**src/rtl/dmem_port.sv**
```systemverilog
// dmem_port: M-stage data memory port with store lane steering, load
// extension, alignment checking and a response timeout.
module dmem_port #(
    parameter int TIMEOUT_CYCLES = 255
) (
    input  logic        clk,
    input  logic        reset,
    input  logic        req_valid,
    input  logic        req_we,
    input  logic [31:0] req_addr,
    input  logic [31:0] req_wdata,
    input  logic [1:0]  st_size,
    input  logic [2:0]  ld_size,
    output logic        stall,
    output logic        ld_valid,
    output logic [31:0] ld_data,
    output logic        err,
    output logic        mem_req_valid,
    input  logic        mem_req_ready,
    output logic        mem_req_rw,
    output logic [29:0] mem_req_addr,
    output logic [31:0] mem_req_data,
    output logic [3:0]  mem_req_mask,
    input  logic        mem_resp_valid,
    input  logic [31:0] mem_resp_data
);
    localparam int CW = $clog2(TIMEOUT_CYCLES + 1);

    typedef enum logic [1:0] {IDLE, REQ, WAIT, DONE} state_t;

    state_t        state;
    logic [CW-1:0] cnt;
    logic [CW-1:0] cnt_inc;
    logic [1:0]    lane_q;
    logic [1:0]    lsz_q;
    logic          lun_q;
    logic [1:0]    size;
    logic          misal;
    logic [3:0]    mask_n;
    logic [31:0]   data_n;
    logic [7:0]    byte_sel;
    logic [15:0]   half_sel;
    logic [31:0]   ext;

    assign size    = req_we ? st_size : ld_size[1:0];
    assign cnt_inc = cnt + CW'(1);

    always_comb begin
        misal = 1'b0;
        unique case (1'b1)
            size == 2'b00: misal = 1'b0;
            size == 2'b01: misal = req_addr[0];
            default:       misal = |req_addr[1:0];
        endcase
    end

    always_comb begin
        mask_n = 4'b0000;
        data_n = req_wdata;
        if (req_we) begin
            unique case (1'b1)
                st_size == 2'b00: begin
                    mask_n = 4'b0001 << req_addr[1:0];
                    data_n = {4{req_wdata[7:0]}};
                end
                st_size == 2'b01: begin
                    mask_n = 4'b0011 << req_addr[1:0];
                    data_n = {2{req_wdata[15:0]}};
                end
                default: mask_n = 4'b1111;
            endcase
        end
    end

    // Extraction works straight off the response bus so DONE already
    // presents the extended value.
    assign byte_sel = mem_resp_data[{lane_q, 3'b000} +: 8];
    assign half_sel = lane_q[1] ? mem_resp_data[31:16] : mem_resp_data[15:0];

    always_comb begin
        ext = mem_resp_data;
        unique case (1'b1)
            lsz_q == 2'b00: ext = {{24{~lun_q & byte_sel[7]}}, byte_sel};
            lsz_q == 2'b01: ext = {{16{~lun_q & half_sel[15]}}, half_sel};
            default:        ext = mem_resp_data;
        endcase
    end

    assign stall = !reset &&
                   ((state == IDLE && req_valid && !misal) ||
                    state == REQ || state == WAIT);

    always_ff @(posedge clk or posedge reset) begin
        if (reset) begin
            state         <= IDLE;
            cnt           <= '0;
            lane_q        <= 2'b00;
            lsz_q         <= 2'b00;
            lun_q         <= 1'b0;
            ld_valid      <= 1'b0;
            ld_data       <= 32'd0;
            err           <= 1'b0;
            mem_req_valid <= 1'b0;
            mem_req_rw    <= 1'b0;
            mem_req_addr  <= 30'd0;
            mem_req_data  <= 32'd0;
            mem_req_mask  <= 4'b0000;
        end else begin
            ld_valid <= 1'b0;
            err      <= 1'b0;
            unique case (state)
                IDLE: begin
                    if (req_valid && misal) begin
                        err <= 1'b1;
                    end else if (req_valid) begin
                        state         <= REQ;
                        mem_req_valid <= 1'b1;
                        mem_req_rw    <= req_we;
                        mem_req_addr  <= req_addr[31:2];
                        mem_req_data  <= data_n;
                        mem_req_mask  <= mask_n;
                        lane_q        <= req_addr[1:0];
                        lsz_q         <= ld_size[1:0];
                        lun_q         <= ld_size[2];
                    end
                end
                REQ: begin
                    if (mem_req_ready) begin
                        mem_req_valid <= 1'b0;
                        cnt           <= '0;
                        state         <= mem_req_rw ? DONE : WAIT;
                    end
                end
                WAIT: begin
                    // A response in the final counted cycle beats the timeout.
                    if (mem_resp_valid) begin
                        state    <= DONE;
                        ld_valid <= 1'b1;
                        ld_data  <= ext;
                    end else if (cnt_inc == CW'(TIMEOUT_CYCLES)) begin
                        state    <= DONE;
                        ld_valid <= 1'b1;
                        ld_data  <= 32'd0;
                        err      <= 1'b1;
                    end else begin
                        cnt <= cnt_inc;
                    end
                end
                DONE: state <= IDLE;
            endcase
        end
    end
endmodule

```
**config.mk**
```make
export PLATFORM = sky130hd
export DESIGN_NAME = dmem_port
export DESIGN_NICKNAME = d
export VERILOG_FILES = /design/src/rtl/dmem_port.sv
export SDC_FILE = /design/constraint.sdc
export NUM_CORES = 1
export LEC_CHECK = 0
export CAP_MARGIN = 20
export CORE_MARGIN = 10
export CORE_UTILIZATION = 40
export CTS_CLUSTER_SIZE = 28
export DETAILED_ROUTE_END_ITERATION = 10
export MAX_ROUTING_LAYER = met4
export PLACE_DENSITY = 0.73
export SYNTH_ARGS = -nofsm -noshare
export SYNTH_HDL_FRONTEND = slang
export SYNTH_SLANG_ARGS = --single-unit
```
**constraint.sdc**
```tcl
create_clock -name clk -period 6.6 [get_ports clk]
set_input_delay 0.99 -clock clk [delete_from_list [all_inputs] [get_ports clk]]
set_output_delay 0.99 -clock clk [all_outputs]
set_load 0.03 [all_outputs]
```
==> metrics.txt, run 1 <==
MaxCap Viol Count 0; CP Depth 7; clock buffer depth 2; Worst R2R End ld_data[10]; Slowest-stage cell, CP clkdlybuf4s50_1; Clock Latency Late Sink 0.41 ns; Die ar. 19300 um^2; Sw Pwr 1.77 mW; synthesized instance count 528; top cells by count, synth 117 x dfrtp_1, 71 x o21ai_0, 56 x nand2_1; CP Launch Point st_size[0]; r2r setup slk 4.12 ns; via count 4787; Pins Over Slew Limit 0; Setup crit end stall; number of flops mapped to enable cells by yosys 0; vias per inst 5.20; CTS buffer count 17; TNS Setup 0 ns; Fin. Hold Viols 0; largest net degree at the start of global routing 103; Die Ht 139 um; peak supply drop 0.000269 V; initial antenna violation count 0; CTS Hold Bufs 0; CP Cell Sequence clkdlybuf4s50_1 > nor2_1 > a21oi_1 > a22oi_1 > nand3_4 > a21oi_1 > clkdlybuf4s50_1; Buf/Inv on CP 2; Ys Warns 0; GR Overflow Total 0; Req. time, crit path 5.61 ns; Leak 3.57 nW; leading area contributor after synthesis dfrtp_1; vias in the first global route 5221; switching share of total power 0.402; Die Wd 139 um; Post-DRT Antenna Nets 0; Core Box Area 13900 um^2; Int Pwr 2.64 mW; Wirelength per Cell 18.6 um; skew final 0.0101 ns; post-synth cell types 53; First DRT Iteration DRCs 277; GRT Total Usage 0.183; crit path time final 4.35 ns; DRT Pass-1 Iters 5; CTS clk-pin slew, worst paths 0.05 ns; Root Driver clkbuf_16; f_max 0.230 GHz; post-CTS sizing 0; worst-path maximum fanout 11; Rel. slew slack 0.320; diodes inserted 0; final core occ 0.611; CTS tree built; Synth Area per Inst 10.7 um^2; Reg2Reg Depth 6; top_reg_cell synth dfrtp_1; Logic pwr share 0.490; unrepaired setup endpoints after global routing false; Final nets 840; hpwl dp 12900 um; DRC violations left 0; CP top delay family buffers and inverters; final wirelength 17100 um; RD Place Congestion 0.869; post-CTS setup buffer count 0; Least-Margin Pin Slew 1.02 ns; kind of critical path in -> out; area growth from synthesis to layout 49.8%; Initial Util 0.408; share of layout cells above drive strength 1 0.126; class of the worst hold path reg -> reg; Port Buf Inserts 209; worst slack at placement 2.25 ns; CP endpoint kind output port; status completed; Worst Setup Start Kind input pin; count leader, synth dfrtp_1; Clk pwr share 0.218; I/O Pins 210; first-pass GRT wire length 27800 um; Setup WS post-layout 2.25 ns; crit share post-route 0.659; top cell type's share of synthesized area 0.517; CTS sink count 117; Worst R2R Start lane_q[1]; synth top area cells dfrtp_1 52%, mux2_2 8.7%, o21ai_0 6.3%, mux2i_1 4.6%, nand2_1 3.7%; #FFs+latches synth 117; Final Total Pwr 4.41 mW; largest stage delay on the critical path 0.74 ns; ys async rst share 1.00; final setup fails 0; Post-Syn Nets 640; CP arrival 3.36 ns; Seq/Total Area, Yosys 0.517; sequential cell fraction of total power 0.293; cell row count 43; Mapped Area 5660 um^2; number of H-tree levels 4; pwr/cell area 520 nW/um^2
## stage by stage
| stage | cells | cell area [um^2] | hold WS, ns |
|---|---|---|---|
| finish | 920 | 8480 | 0.478 |
| floorplan | 528 | 5660 | 0.478 |
| CTS | 919 | 8470 | 0.481 |
| global route | 920 | 8480 | 0.501 |
| global placement | 888 | 7860 | 0.462 |
| detailed placement | 888 | 7860 | 0.469 |
## power groups by stage
| stage | clock network, mW | logic (mW) | registers, mW |
|---|---|---|---|
| after floorplan | 0 | 0.742 | 1.82 |
| after global placement | 0 | 2.14 | 1.28 |
| after detailed placement | 0 | 2.17 | 1.30 |
| after CTS | 0.979 | 2.18 | 1.30 |
| after global routing | 1.02 | 2.31 | 1.34 |
| final | 0.960 | 2.16 | 1.29 |
## layer usage
metal | part of all wire | wire, um | up-vias | track usage
li1 | - | - | 2290 | -
met1 | 0.40 | 6890 | 2274 | 0.198
met2 | 0.47 | 8100 | 197 | 0.285
met3 | 0.11 | 1820 | 26 | 0.0914
met4 | 0.018 | 309 | 0 | 0.0648
met5 | 0 | 0 | - | -
## cells by family (layout without fill, tap and decap cells)
kind of cell	count (synthesis)	count (layout)	synth area share
AOI/OAI and AO/OA	149	149	0.174
and+or+nand+nor	132	132	0.112
DFF	117	117	0.517
muxes	72	72	0.139
buffers and inverters	51	263	0.0431
adders and majority gates	5	5	0.0110
xor gates and xnor gates	2	2	0.00309
## area by class of cell
cell class | count | area (um^2)
timing repair buffer | 215 | 2140
clock inverter | 8 | 121
multi-input combinational | 360 | 2510
tap | 180 | 225
sequential | 117 | 2930
inverter | 17 | 66.3
clock buffer | 23 | 498
fill | 1132 | 5400
## worst min-delay path, cell delays in order, from the launching register on
cell	delay, ns
dfrtp_1	0.34
nand2_1	0.04
o21ai_0	0.06
## worst min-delay path by stage
stage	from	endpoint	slack, ns	cells after the start
floorplan	state[0]	state[0]	0.48	1
global placement	mem_req_data[13]	mem_req_data[13]	0.46	2
detailed placement	mem_req_data[17]	mem_req_data[17]	0.47	2
CTS	mem_req_data[17]	mem_req_data[17]	0.48	2
global route	ld_data[1]	ld_data[1]	0.50	1
finish	mem_req_data[20]	mem_req_data[20]	0.48	2
## registers in the layout (all words and copies together), names as in the netlist
signal	count
err	1
mem_req_addr	30
mem_req_mask	4
mem_req_valid	1
mem_req_rw	1
lsz_q	2
cnt	8
ld_valid	1
mem_req_data	32
lun_q	1
lane_q	2
state	2
ld_data	32
## cells in the final DEF (no fill, tap or decap), drive strengths merged, types with 4 or more instances in the layout
| cell type | n |
|---|---|
| nand3 | 7 |
| clkdlybuf4s50 | 209 |
| mux2 | 45 |
| nor2 | 24 |
| nand2b | 20 |
| a221oi | 7 |
| buf | 6 |
| inv | 17 |
| dfrtp | 117 |
| a31oi | 5 |
| nor3b | 8 |
| a22o | 16 |
| nand2 | 56 |
| ha | 5 |
| clkbuf | 23 |
| o2bb2ai | 18 |
| o21ai | 73 |
| mux2i | 26 |
| clkinv | 4 |
| nor2b | 4 |
| a21oi | 16 |
No activity file was read; power rests on OpenSTA's default activity.
==> run 2: changes to the inputs <==
Settings changed: PLACE_DENSITY 0.73 to 0.76.
Clock period 6.6 ns to 3.9 ns, I/O delays scaled along.
==> run 2 against run 1 <==
Cell count unchanged. Largest power group unchanged. Core utilization grew 0.13 points. Sequential power increased by 71%.
==> metrics.txt, run 2 (synthesis gave the netlist of run 1 again) <==
Rel. slew slack 0.287 (-0.0331); most frequent cells in the layout 208 x clkdlybuf4s50_1, 117 x dfrtp_1, 71 x o21ai_0; Req. time, crit path 3.31 ns (-2.30 ns); Worst Setup Start Kind input pin; first-pass GRT wire length 27800 um (about the same); Slowest-stage cell, CP clkdlybuf4s50_1; Fin. Hold Viols 0 (unchanged); Post-DRT Antenna Nets 0 (unchanged); met2 wire len 8210 um (+1.4%); most common cell after layout, fill and taps aside clkdlybuf4s50_1; Root Driver clkbuf_16; CTS sink count 117 (unchanged); share of layout cells above drive strength 1 0.126 (unchanged); largest net degree at the start of global routing 103 (unchanged); CP Depth 6 (-1); met1 WL 7140 um (+3.7%); Setup WS post-layout 0.951 ns (-1.30 ns); CP Cell Sequence clkdlybuf4s50_1 > mux2_2 > a22oi_1 > nand3_4 > a21oi_1 > buf_4; DRC violations left 0 (unchanged); CTS Hold Bufs 0 (unchanged); Wirelength per Cell 18.8 um (+1.0%); hpwl dp 13200 um (+2.2%); peak supply drop 0.000555 V (+110%); final hold slack 0.478 ns (+0.0000350 ns); TNS Setup 0 ns (unchanged); cell row count 43 (unchanged); hold path start mem_req_data[14]; Seq. cell area 2930 um^2 (unchanged); final setup fails 0 (unchanged); CP arrival 2.36 ns (-1.00 ns); Buf/Inv on CP 2 (unchanged); Setup crit end stall; RD Place Congestion 0.896 (+3.1%); CTS tree built; Clock Latency Late Sink 0.41 ns (about the same); Worst R2R Start lane_q[1]; CTS clk-pin slew, worst paths 0.05 ns (about the same); Port Buf Inserts 209 (unchanged); diodes inserted 0 (unchanged); Final Total Pwr 7.48 mW (+70%); Hold Path Depth 2 (unchanged); Core Box Area 13900 um^2 (unchanged); worst-path maximum fanout 9 (-2); post-CTS setup buffer count 0 (unchanged); Die ar. 19300 um^2 (unchanged); crit share post-route 0.756; Initial Util 0.408 (unchanged); Final nets 840 (unchanged); area growth from synthesis to layout 50.1%; vias per inst 5.13 (-1.4%); status completed; GR Overflow Total 0 (unchanged); Leak 3.58 nW (+0.37%); MaxCap Viol Count 0 (unchanged); Reg2Reg Depth 6 (unchanged); Die Ht 139 um (unchanged); Top Metal Used met4; unrepaired setup endpoints after global routing false; vias in the first global route 5140 (-1.6%); CP endpoint kind output port; I/O Pins 210 (unchanged); Non-Filler Instances 920 (unchanged); class of the worst hold path reg -> reg; kind of critical path in -> out; number of H-tree levels 4 (unchanged); First DRT Iteration DRCs 261 (-5.8%); largest stage delay on the critical path 0.62 ns (-0.12 ns); Worst R2R End ld_data[12]; CP top delay family buffers and inverters; f_max 0.339 GHz; Met3 Wirelength 1820 um (+0.16%); skew final 0.00665 ns (-0.00349 ns); Top Registers ld_data: 32 flops, mem_req_data: 32 flops, mem_req_addr: 30 flops; DRT Pass-1 Iters 5 (unchanged); Least-Margin Pin Slew 1.07 ns (+0.0474 ns); CTS buffer count 17 (unchanged); initial antenna violation count 0 (unchanged); Die Wd 139 um (unchanged); final-layout fill cell count 1134 (+0.18%); GRT Total Usage 0.183 (about the same); final wirelength 17300 um (+1.0%); via count 4721 (-1.4%); Multi-input gate area 2510 um^2 (unchanged); clock buffer depth 2 (unchanged); placed cells 889 (+0.11%); r2r setup slk 1.48 ns (-2.64 ns); crit path time final 2.95 ns; pwr/cell area 880 nW/um^2 (+69%); Pins Over Slew Limit 0 (unchanged); CP Launch Point req_we; worst slack at placement 0.941 ns (-1.31 ns); post-CTS sizing 0 (unchanged)
## run 2: cell types whose count changed in the layout (fill, tap and decap cells not counted), sizes merged
cell	delta
clkinvlp	-1
clkdlybuf4s50	-1
bufinv	+1
buf	+1
clkinv	+2
clkbuf	-2
## run 2: final cells by class
class                   instances  area share
flip-flops and latches        117       0.344
multi-input cells             360       0.295
repair buffers                215       0.254
clock buffers                  21      0.0542
well taps                     180      0.0265
clock inverters                10      0.0181
inverters                      17     0.00780
## run 2: worst reg2reg max path, cell delays in order (launching register included)
cell       delay [ns]
dfrtp_1          0.90
mux4_2           0.36
nand2b_1         0.07
or2_2            0.28
nor2_1           0.37
a221oi_1         0.13
o2bb2ai_1        0.22
## run 2: worst min-delay path by stage
stage | end | slack [ns]
5_1_grt | mem_req_data[29] | 0.51
2_1_floorplan | state[0] | 0.48
4_1_cts | mem_req_data[24] | 0.49
6_report | mem_req_data[14] | 0.48
3_3_place_gp | mem_req_data[28] | 0.46
3_5_place_dp | mem_req_data[15] | 0.47
## run 2: report_power, final
group,leakage [nW],internal (mW),switching [mW]
logic,1.83,1.60,2.04
registers,1.44,1.78,0.422
clock network,0.306,1.09,0.544
## run 2: metrics by stage
stage / instance area, um^2 / util
6_report: 8500 / 0.612
3_3_place_gp: 7890 / 0.568
2_1_floorplan: 5660 / -
3_5_place_dp: 7890 / 0.568
5_1_grt: 8500 / 0.612
4_1_cts: 8500 / 0.612
## run 2: routing by layer
metal | vias to the layer above | track usage
met1 | 2236 | 0.205
met5 | - | -
met3 | 10 | 0.0918
li1 | 2294 | -
met4 | 0 | 0.0456
met2 | 181 | 0.285
==> run 3: changes to the inputs <==
Settings changed: PLACE_DENSITY 0.76 to 0.73.
Clock period 3.9 ns to 2.9 ns, I/O delays scaled along.
==> run 3 against run 2 <==
Clock skew about the same. Highest routed layer unchanged. Global-route usage increased by 0.30 points. Core utilization increased by 0.054 points. Clock power increased by 31%. Register-to-register slack got worse by 0.92 ns. Wire length increased by 1.4%. Sequential power increased by 33%.
==> metrics.txt, run 3 (synthesis gave the netlist of run 1 again) <==
unrepaired setup endpoints after global routing false; DRC violations left 0 (unchanged); post-CTS sizing 0 (unchanged); RD Place Congestion 0.836 (-6.7%); hpwl dp 13200 um (about the same); worst-path maximum fanout 9 (unchanged); most frequent cells in the layout 208 x clkdlybuf4s50_1, 117 x dfrtp_1, 71 x o21ai_0; CTS sink count 117 (unchanged); M2 GR Usage 0.295 (+0.0105); initial antenna violation count 0 (unchanged); f_max 0.378 GHz; TNS Setup 0 ns (unchanged); global-route met1 utilization 0.210 (+0.00436); Root Driver clkbuf_16; I/O Pins 210 (unchanged); share of layout cells above drive strength 1 0.130 (+0.00453); CP top delay family buffers and inverters; Leak 3.58 nW (-0.13%); via count 4843 (+2.6%); DRT Pass-1 Iters 4 (-1); most common cell after layout, fill and taps aside clkdlybuf4s50_1; CP endpoint kind output port; met3 usage 0.0825 (-0.00925); class of the worst hold path reg -> reg; Non-Filler Instances 925 (+0.54%); Initial Util 0.408 (unchanged); largest stage delay on the critical path 0.61 ns (about the same); status completed; Rel. slew slack 0.542 (+0.256); CTS clk-pin slew, worst paths 0.05 ns (about the same); Fin. Hold Viols 0 (unchanged); vias in the first global route 5296 (+3.0%); Worst Setup Start Kind input pin; CTS tree built; Clock Latency Late Sink 0.41 ns (about the same); vias per inst 5.24 (+2.0%); crit share post-route 0.912; kind of critical path in -> out; Pins Over Slew Limit 0 (unchanged); Buf/Inv on CP 2 (unchanged); final core occ 0.613 (about the same); hold path start mem_req_data[31]; CP arrival 2.21 ns (-0.15 ns); MaxCap Viol Count 0 (unchanged); CP Cell Sequence clkdlybuf4s50_1 > mux2_2 > a22oi_1 > nand3_4 > a21oi_1 > buf_4; Req. time, crit path 2.47 ns (-0.84 ns); Post-DRT Antenna Nets 0 (unchanged); peak supply drop 0.000720 V (+30%); cell row count 43 (unchanged); Least-Margin Pin Slew 0.686 ns (-0.381 ns); GR Overflow Total 0 (unchanged); Slowest-stage cell, CP clkdlybuf4s50_1; Top Registers ld_data: 32 flops, mem_req_data: 32 flops, mem_req_addr: 30 flops; pwr/cell area 1180 nW/um^2 (+34%); placed cells 893 (+0.45%); diodes inserted 0 (unchanged); GRT Total Usage 0.186 (+0.00300); CTS buffer count 17 (unchanged); skew final 0.00652 ns (-0.000132 ns); area growth from synthesis to layout 50.2% (about the same); Final nets 844 (+0.48%); gr busiest metal met2; Port Buf Inserts 209 (unchanged); number of H-tree levels 4 (unchanged); crit path time final 2.64 ns; final wirelength 17500 um (+1.4%); CTS Hold Bufs 0 (unchanged); post-CTS setup buffer count 0 (unchanged); Core Box Area 13900 um^2 (unchanged); first-pass GRT wire length 28400 um (+2.2%); Wirelength per Cell 19.0 um (+0.85%); Die Wd 139 um (unchanged); CP Launch Point req_we; Die ar. 19300 um^2 (unchanged); Die Ht 139 um (unchanged); First DRT Iteration DRCs 257 (-1.5%); Worst R2R Start cnt[1]; final setup fails 0 (unchanged); clock buffer depth 2 (unchanged); largest net degree at the start of global routing 118 (+15%)
[run 3: layout make-up]
class,instances,area [um^2]
Clock buffer,23,478
Clock inverter,9,125
Fill cell,1155,5370
Inverter,17,67.6
Multi-Input combinational cell,360,2510
Sequential cell,117,2930
Tap cell,180,225
Timing Repair Buffer,219,2180
[run 3: worst reg2reg max path: stages, from the launching register on]
cell and delay [ns]:
dfrtp_1 0.49, ha_1 0.33, nand2_1 0.11, or3_1 0.36
and3_1 0.18, a31oi_2 0.36, nor2_1 0.10, a211o_1 0.28
[run 3: metal layers]
metal | up-vias | wire length (um) | part of all wire
li1 | 2307 | - | -
met2 | 181 | 8500 | 0.48
met1 | 2341 | 7140 | 0.41
met4 | 0 | 148 | 0.0084
met5 | - | 0 | 0
met3 | 14 | 1740 | 0.099
[run 3: path summary, 6_finish.rpt]
path / slack (ns) / endpoint / cells past startpoint
worst max-delay path: 0.26 / stall / 6
worst min-delay path: 0.48 / mem_req_data[31] / 2
worst max register to register: 0.56 / cnt[5] / 7
worst min register to register: 0.48 / mem_req_data[31] / 2
max in group asynchronous: 1.81 / ld_data[11] / 3
min in group asynchronous: 0.57 / mem_req_valid / 3
[run 3: report_power, final]
part / leakage, nW / switching (mW) / internal, mW
Combinational: 1.84 / 2.78 / 2.16
Sequential: 1.44 / 0.524 / 2.40
Clock: 0.293 / 0.736 / 1.41
Total: 3.58 / 4.04 / 5.97
[run 3: metrics by stage]
step	area, um^2	setup slack [ns]	hold slack [ns]	total power, mW
global route	8510	0.140	0.504	10.6
global placement	7900	0.235	0.462	7.79
floorplan	5670	0.228	0.478	5.84
finish	8510	0.256	0.479	10.0
CTS	8510	0.239	0.486	10.1
detailed placement	7900	0.133	0.474	7.92
